**src/rtl/track_sequencer.sv**
```systemverilog
// track_sequencer
//   Track selector and play-state controller for the music player. Turns
//   debounced button pulses and the player's end-of-track pulse into a
//   registered track index plus play/pause state, with four play modes
//   (loop, repeat-one, shuffle, stop-at-end). Shuffle keeps a bounded LIFO
//   history so prev retraces shuffled picks.
// Ports:
//   clk, reset      clock, asynchronous active-high reset
//   next, prev      single-cycle track selection pulses
//   play_toggle     single-cycle play/pause pulse
//   track_done      single-cycle end-of-track pulse from the player
//   mode            0 LOOP, 1 REPEAT_ONE, 2 SHUFFLE, 3 STOP_AT_END
//   track           current track index (registered)
//   playing/paused  registered play-state decodes
//   track_changed   one-cycle pulse with every new or restarted track
//   hist_count      number of valid shuffle history entries
module track_sequencer #(
    parameter int          NUM_TRACKS = 4,
    parameter int          TRACK_W    = 2,
    parameter int          HIST_DEPTH = 8,
    parameter logic [15:0] LFSR_SEED  = 16'hACE1
) (
    input  logic                          clk,
    input  logic                          reset,
    input  logic                          next,
    input  logic                          prev,
    input  logic                          play_toggle,
    input  logic                          track_done,
    input  logic [1:0]                    mode,
    output logic [TRACK_W-1:0]            track,
    output logic                          playing,
    output logic                          paused,
    output logic                          track_changed,
    output logic [$clog2(HIST_DEPTH):0]   hist_count
);

    localparam int PTR_W = $clog2(HIST_DEPTH);
    localparam int CNT_W = PTR_W + 1;
    localparam logic [TRACK_W-1:0] LAST      = TRACK_W'(NUM_TRACKS - 1);
    localparam logic [TRACK_W:0]   NUM_EXT   = (TRACK_W + 1)'(NUM_TRACKS);
    localparam logic [CNT_W-1:0]   HIST_FULL = CNT_W'(HIST_DEPTH);

    localparam logic [1:0] M_LOOP    = 2'd0;
    localparam logic [1:0] M_REPEAT  = 2'd1;
    localparam logic [1:0] M_SHUFFLE = 2'd2;
    localparam logic [1:0] M_STOP    = 2'd3;

    typedef enum logic [1:0] {STOPPED, PLAYING, PAUSED} state_t;

    function automatic logic [TRACK_W-1:0] inc_trk(input logic [TRACK_W-1:0] t);
        return (t == LAST) ? '0 : t + TRACK_W'(1);
    endfunction

    function automatic logic [TRACK_W-1:0] dec_trk(input logic [TRACK_W-1:0] t);
        return (t == '0) ? LAST : t - TRACK_W'(1);
    endfunction

    state_t               state, state_nx;
    logic [15:0]          lfsr;
    logic [TRACK_W-1:0]   hist_mem [HIST_DEPTH];
    logic [PTR_W-1:0]     wr_ptr, rd_ptr;
    logic [TRACK_W-1:0]   pick_raw, pick_wrap, pick, track_nx;
    logic                 ev_next, ev_prev, ev_done, shuf, do_push, do_pop, stop_wrap;

    always_comb begin
        // one track event per cycle: next > prev > track_done
        ev_next   = next;
        ev_prev   = prev & ~next;
        ev_done   = track_done & ~next & ~prev & (state == PLAYING);
        shuf      = (mode == M_SHUFFLE);
        do_push   = shuf & (ev_next | ev_done);
        do_pop    = shuf & ev_prev & (hist_count != '0);
        stop_wrap = ev_done & (mode == M_STOP) & (track == LAST);
        rd_ptr    = wr_ptr - PTR_W'(1);

        // fold the LFSR slice into range; since NUM_TRACKS > 2**(TRACK_W-1)
        // one subtraction suffices, then step off the current track
        pick_raw  = lfsr[TRACK_W-1:0];
        pick_wrap = ({1'b0, pick_raw} >= NUM_EXT) ? pick_raw - TRACK_W'(NUM_TRACKS) : pick_raw;
        pick      = (pick_wrap == track) ? inc_trk(track) : pick_wrap;

        track_nx = track;
        if (do_push)
            track_nx = pick;
        else if (do_pop)
            track_nx = hist_mem[rd_ptr];
        else if (ev_next)
            track_nx = inc_trk(track);
        else if (ev_prev)
            track_nx = dec_trk(track);      // also the empty-history shuffle fallback
        else if (ev_done && mode != M_REPEAT)
            track_nx = inc_trk(track);      // LOOP, and STOP_AT_END (wraps LAST to 0)

        // stop-at-end completion wins over a same-cycle play_toggle
        state_nx = state;
        if (stop_wrap)
            state_nx = STOPPED;
        else if (play_toggle) begin
            case (state)
                STOPPED: state_nx = PLAYING;
                PLAYING: state_nx = PAUSED;
                PAUSED:  state_nx = PLAYING;
                default: state_nx = STOPPED;
            endcase
        end
    end

    always_ff @(posedge clk or posedge reset) begin
        if (reset) begin
            state         <= STOPPED;
            playing       <= 1'b0;
            paused        <= 1'b0;
            track         <= '0;
            track_changed <= 1'b0;
            hist_count    <= '0;
            wr_ptr        <= '0;
            lfsr          <= LFSR_SEED;
            for (int i = 0; i < HIST_DEPTH; i++)
                hist_mem[i] <= '0;
        end else begin
            // taps 16,14,13,11 -> bits 15,13,12,10
            lfsr          <= {lfsr[14:0], lfsr[15] ^ lfsr[13] ^ lfsr[12] ^ lfsr[10]};
            state         <= state_nx;
            playing       <= (state_nx == PLAYING);
            paused        <= (state_nx == PAUSED);
            track         <= track_nx;
            track_changed <= ev_next | ev_prev | ev_done;

            // circular LIFO: a push when full overwrites the oldest slot,
            // which is the slot the write pointer lands on after wrapping
            if (do_push) begin
                hist_mem[wr_ptr] <= track;
                wr_ptr           <= wr_ptr + PTR_W'(1);
            end else if (do_pop) begin
                wr_ptr           <= rd_ptr;
            end

            if (!shuf)
                hist_count <= '0;
            else if (do_push)
                hist_count <= (hist_count == HIST_FULL) ? HIST_FULL : hist_count + CNT_W'(1);
            else if (do_pop)
                hist_count <= hist_count - CNT_W'(1);
        end
    end

endmodule

```
**config.mk**
```make
export PLATFORM = sky130hd
export DESIGN_NAME = track_sequencer
export DESIGN_NICKNAME = d
export VERILOG_FILES = /design/src/rtl/track_sequencer.sv
export SDC_FILE = /design/constraint.sdc
export NUM_CORES = 1
export LEC_CHECK = 0
export ABC_AREA = 1
export CORE_MARGIN = 2
export CORE_UTILIZATION = 58
export DETAILED_ROUTE_END_ITERATION = 16
export GPL_ROUTABILITY_DRIVEN = 0
export PLACE_DENSITY = 0.87
export SLEW_MARGIN = 25
export SYNTH_ARGS = -nofsm -noshare
export SYNTH_HDL_FRONTEND = slang
export SYNTH_SLANG_ARGS = --single-unit
```
**constraint.sdc**
```tcl
create_clock -name clk -period 1.8 [get_ports clk]
set_input_delay 0.36 -clock clk [delete_from_list [all_inputs] [get_ports clk]]
set_output_delay 0.36 -clock clk [all_outputs]
set_load 0.1 [all_outputs]
```
==> results of run 1 <==
final timing paths:
kind                       cells past startpoint                   endpoint  slack [ns]                 startpoint
max                                           11  hist_count[1]$_DFFE_PP0P_        0.09  hist_count[0]$_DFFE_PP0P_
min                                            2           paused$_DFF_PP0_        0.32                      reset
max reg2reg                                   11  hist_count[1]$_DFFE_PP0P_        0.09  hist_count[0]$_DFFE_PP0P_
min reg2reg                                    0          lfsr[9]$_DFF_PP0_        0.36          lfsr[8]$_DFF_PP0_
max in group asynchronous                      3         lfsr[10]$_DFF_PP1_        0.93                      reset
min in group clk                               0          lfsr[9]$_DFF_PP0_        0.36          lfsr[8]$_DFF_PP0_
through the flow:
step,total power [µW],worst slack (ns)
2_1_floorplan,3000,0.0265
3_3_place_gp,3600,0.0183
3_5_place_dp,3680,-0.0680
4_1_cts,4310,0.0616
5_1_grt,4620,-0.00637
6_report,4320,0.0923
final cells by class:
| type | instances | area, µm² | area share, % |
|---|---|---|---|
| Tap cell | 50 | 62.6 | 2.11 |
| Timing Repair Buffer | 37 | 433 | 14.6 |
| Clock inverter | 3 | 21.3 | 0.716 |
| Clock buffer | 5 | 68.8 | 2.32 |
| Sequential cell | 46 | 1170 | 39.5 |
| Multi-Input combinational cell | 188 | 1060 | 35.5 |
| Inverter | 40 | 155 | 5.22 |
critical path: stages, from the launching register on:
cell     delay, ns
dfrtp_4       0.50
inv_4         0.08
ha_4          0.13
inv_1         0.06
nor2_4        0.10
nand2_2       0.06
nand3_2       0.10
inv_4         0.06
nor3_4        0.30
nand2_1       0.10
nand2_1       0.08
inv_1         0.04
sequential cells by signal, indices dropped and copies added (netlist names):
signal         flops
hist_mem          16
lfsr              16
hist_count         4
wr_ptr             3
state              2
track              2
paused             1
playing            1
track_changed      1
layer usage:
metal  share of wire, %  routed length (µm)  GRT usage [%]
met2                 52                2550           40.0
met5                  0                   0              0
met3                4.2                 207           6.09
met4                2.1                 104           11.3
met1                 41                2020           29.3
logic make-up (layout without fill, tap and decap cells):
logic type,Yosys count,after routing,synth area share (%)
AO/OA/AOI/OAI,28,28,6.48
XOR/XNOR,10,10,3.69
adder cells (fa/ha/maj),6,6,3.16
buffers and inverters,45,85,7.38
flip-flops,46,46,48.9
AND/OR/NAND/NOR,144,144,30.4
repair_timing:
action,CTS,global route
buffers inserted,0,1
endpoints found under the setup margin,0,3
gates resized for setup,0,7
cell usage in the layout (no fill, tap or decap), types with 9 or more instances in the layout:
| master | count |
|---|---|
| buf_12 | 11 |
| buf_4 | 19 |
| dfrtp_1 | 33 |
| inv_1 | 34 |
| nand2_1 | 74 |
| nand2_2 | 9 |
| nand3_1 | 28 |
| nor2_1 | 18 |
| o21ai_0 | 9 |
| o21ai_1 | 15 |
power by group through the flow:
stage | clock [µW] | sequential (µW) | combinational, µW
floorplan | 0 | 1840 | 1160
global placement | 0 | 1540 | 2050
detailed placement | 0 | 1550 | 2130
CTS | 645 | 1540 | 2130
global route | 680 | 1570 | 2370
finish | 630 | 1540 | 2150
==> impl_results.md, run 1 <==
- Final Max Slew Viols: 0
- Int Pwr: 2380 µW
- Yosys top cell by area: dfrtp_1
- Worst EP required: 2.01 ns
- Via density: 5.18
- Inserted Clock Buffers: 5
- Combinational power share: 49.7%
- Clk sinks: 46
- Setup TNS: 0 ns
- Vias: 1911
- Core footprint: 0.00397 mm²
- Number of global-route vias before repair: 1866
- Io pins: 17
- Critical Path AT: 1.91 ns
- Synth top cells by count: 75 x nand2_1, 38 x dfrtp_1, 36 x inv_1
- Net count, final: 332
- IR drop worst, VDD: 1170 µV
- Initial antenna violation count: 0
- Share of the synthesized area in the top cell type: 40.0%
- Starting Density: 59.8%
- Clock tree buffer depth: 2
- Mapped Nets: 293
- DP HPWL: 3560 µm
- ANT cells: 0
- Critical Path Fanout Max: 7
- Worst Setup Start Kind: flip-flop
- PwrDens: 1450 mW/mm²
- Largest net degree at the start of global routing: 36
- Final setup violation count: 0
- Layout cell share with drive strength beyond 1: 26.0%
- Worst-margin pin slew: 0.443 ns
- EDFF count, synth: 0
- Worst Path Class, Setup: flip-flop to flip-flop
- FF+latch count, synth: 46
- Iter 0 DRT Violations: 146
- FILL cells: 250
- Die H: 68.0 µm
- Worst rel slew slack: 70.3%
- Outcome: complete, no violations
- Top_reg_cell synth: dfrtp_1
- CP endpoint kind: flip-flop
- Util after Layout: 74.8%
- YS warnings: 0
- Post-synth cell types: 28
- Worst-Skew Late Latency: 0.30 ns
- Total Wirelength: 4890 µm
- Top cells by area, synth: dfrtp_1 40%, nand2_1 12%, dfstp_2 8.9%
- Drt drc: 0
- Mean Syn Cell Area: 8.51 µm²
- Final Hold Viols: 0
- Mapped Cells: 279
- Cell Area, Synth: 0.00237 mm²
- Hold_ws: 0.324 ns
- Rows: 23
- Wirelength per Cell: 13.2 µm
- Die width: 68.0 µm
- Max H-tree Level: 2
- Global-route wire length before repair: 8080 µm
- Fin cells: 369
- Root Buffer: clkbuf_8
- HP Class: primary input to asynchronous set/reset pin
- Count leader, synth: nand2_1
- First-pass DRT Iterations: 4
- Sw power: 1940 µW
- Skew final: 0.00620 ns
- Fmax: 586 MHz
- Sequential power share: 35.7%
- GR Overflow Total: 0
- Placed inst area: 0.00285 mm²
- Total track usage: 24.1%
- Clock transition at path regs: 0.09 ns
- Fin crit period: 1.71 ns
- Placed cell count: 360
- Cts hold-fix bufs: 0
- Max-Cap Viols: 0
- Clock network power share: 14.6%
- Port bufs: 16
- CTS tree: built
- Period utilization: 94.9%
- Sw Ratio: 44.9%
- P_leak: 0.00147 µW
- Die Area: 0.00462 mm²
- Seq/Total Area, Yosys: 48.9%
- Ys async rst share: 100%
- Area Growth Syn to Fin: 25.1%
- Cell area after layout: 0.00297 mm²
- ANT nets after route: 0
Note: power is estimated with default switching activity, not from simulation.
==> inputs of run 2 (changes only) <==
CTS_BUF_LIST = sky130_fd_sc_hd__clkbuf_16   (was unset)
==> impl_results.md, run 2 (synthesis results as in run 1) <==
- Outcome: complete, no violations
- Final Hold Viols: 0
- HP Class: primary input to asynchronous set/reset pin
- R2R Setup Slk: 0.02 ns
- Worst-Skew Late Latency: 0.29 ns
- Vias: 1963
- Io pins: 17
- Total Wirelength: 5270 µm
- Core footprint: 0.00397 mm²
- Worst Setup Start Kind: flip-flop
- Worst reg2reg startpoint: hist_count[1]$_DFFE_PP0P_
- Fin crit period: 1.78 ns
- IR drop worst, VDD: 1270 µV
- Util after Layout: 76.2%
- GR Overflow Total: 0
- CP endpoint kind: flip-flop
- Worst r2r dst: hist_count[2]$_DFFE_PP0P_
- Area Growth Syn to Fin: 27.5%
- PwrDens: 1530 mW/mm²
- Critical Path Fanout Max: 7
- Cts hold-fix bufs: 0
- Total track usage: 25.1%
- Die H: 68.0 µm
- FILL cells: 230
- Wirelength per Cell: 14.3 µm
- Biggest regs: hist_mem (16), lfsr (16), hist_count (4)
- Global-route wire length before repair: 8380 µm
- Worst rel slew slack: 69.7%
- Inserted Clock Buffers: 5
- Clock tree buffer depth: 2
- Drt drc: 0
- Worst EP required: 1.99 ns
- Port bufs: 16
- Clk sinks: 46
- Skew final: 0.00473 ns
- Max H-tree Level: 2
- Reg2reg path depth: 10
- First-pass DRT Iterations: 4
- ANT nets after route: 0
- Initial antenna violation count: 0
- Net count, final: 332
- Hold_ws: 0.342 ns
- Worst Path Class, Setup: flip-flop to flip-flop
- Largest net degree at the start of global routing: 36
- Worst-margin pin slew: 0.451 ns
- Cell area after layout: 0.00303 mm²
- ANT cells: 0
- CTS tree: built
- Most frequent cells in the layout: 74 x nand2_1, 34 x inv_1, 33 x dfrtp_1, 28 x nand3_1, 19 x buf_4
- Commonest non-fill, non-tap cell in the layout: nand2_1
- Die Area: 0.00462 mm²
- Final setup violation count: 0
- Clock transition at path regs: 0.06 ns
- Via density: 5.32
- Number of global-route vias before repair: 1896
- Total chip power: 4640 µW
- Layout cell share with drive strength beyond 1: 26.0%
- Final Max Slew Viols: 0
- Fmax: 560 MHz
- Period utilization: 99.1%
- P_leak: 0.00150 µW
- Max-Cap Viols: 0
- Iter 0 DRT Violations: 145
- Starting Density: 59.8%
- Rows: 23
- Placed inst area: 0.00285 mm²
- Root Buffer: clkbuf_16
- Critical Path AT: 1.97 ns
- Die width: 68.0 µm
- DP HPWL: 3560 µm
## run 2: area by class of cell
| type | instances | area [µm²] | area share, % |
|---|---|---|---|
| clock buffer | 5 | 125 | 4.13 |
| clock inverter | 3 | 21.3 | 0.702 |
| inverter | 40 | 155 | 5.12 |
| multi-input combinational | 188 | 1060 | 34.9 |
| sequential | 46 | 1170 | 38.8 |
| tap | 50 | 62.6 | 2.07 |
| timing repair buffer | 37 | 433 | 14.3 |
## run 2: critical path: stages (launching register included)
cell and delay [ns]:
dfrtp_2 0.41, inv_1 0.15, ha_4 0.18, inv_1 0.07, nor2_4 0.11, nand2_2 0.06
nand3_2 0.10, inv_4 0.06, nor3_4 0.31, nand2_1 0.12, o21ai_0 0.12
## run 2: repair_timing
action / in CTS / in global routing
hold endpoints to repair: 0 / 0
setup endpoints to repair: 0 / 3
setup buffers: 0 / 1
resized for setup: 0 / 7
## run 2: how the worst max path moves through the flow
stage	from	endpoint	slack (ns)
detailed placement	next	hist_mem[14]$_DFFE_PP0P_	-0.07
global placement	next	hist_mem[13]$_DFFE_PP0P_	0.02
global route	hist_count[0]$_DFFE_PP0P_	hist_count[1]$_DFFE_PP0P_	-0.08
floorplan	hist_count[3]$_DFFE_PP0P_	hist_count[3]$_DFFE_PP0P_	0.03
CTS	hist_count[0]$_DFFE_PP0P_	hist_count[1]$_DFFE_PP0P_	0.06
finish	hist_count[1]$_DFFE_PP0P_	hist_count[2]$_DFFE_PP0P_	0.02
## run 2: power breakdown
group,switching [µW],internal (µW)
Clock,391,514
Sequential,243,1310
Combinational,1380,806
Total,2010,2630
## run 2: per-stage QoR
stage          TNS, ns  worst slack, ns  std cells
2_1_floorplan        0           0.0265        279
3_3_place_gp         0           0.0183        360
3_5_place_dp    -0.970          -0.0680        360
4_1_cts              0           0.0622        368
5_1_grt         -0.188          -0.0773        369
6_report             0           0.0157        369
## run 2: metal layers
layer / part of all wire, % / track usage (%) / vias up
li1: - / - / 948
met1: 38 / 30.3 / 933
met2: 53 / 41.4 / 69
met4: 3.5 / 12.3 / 0
met3: 5.7 / 7.07 / 13
met5: 0 / 0 / -
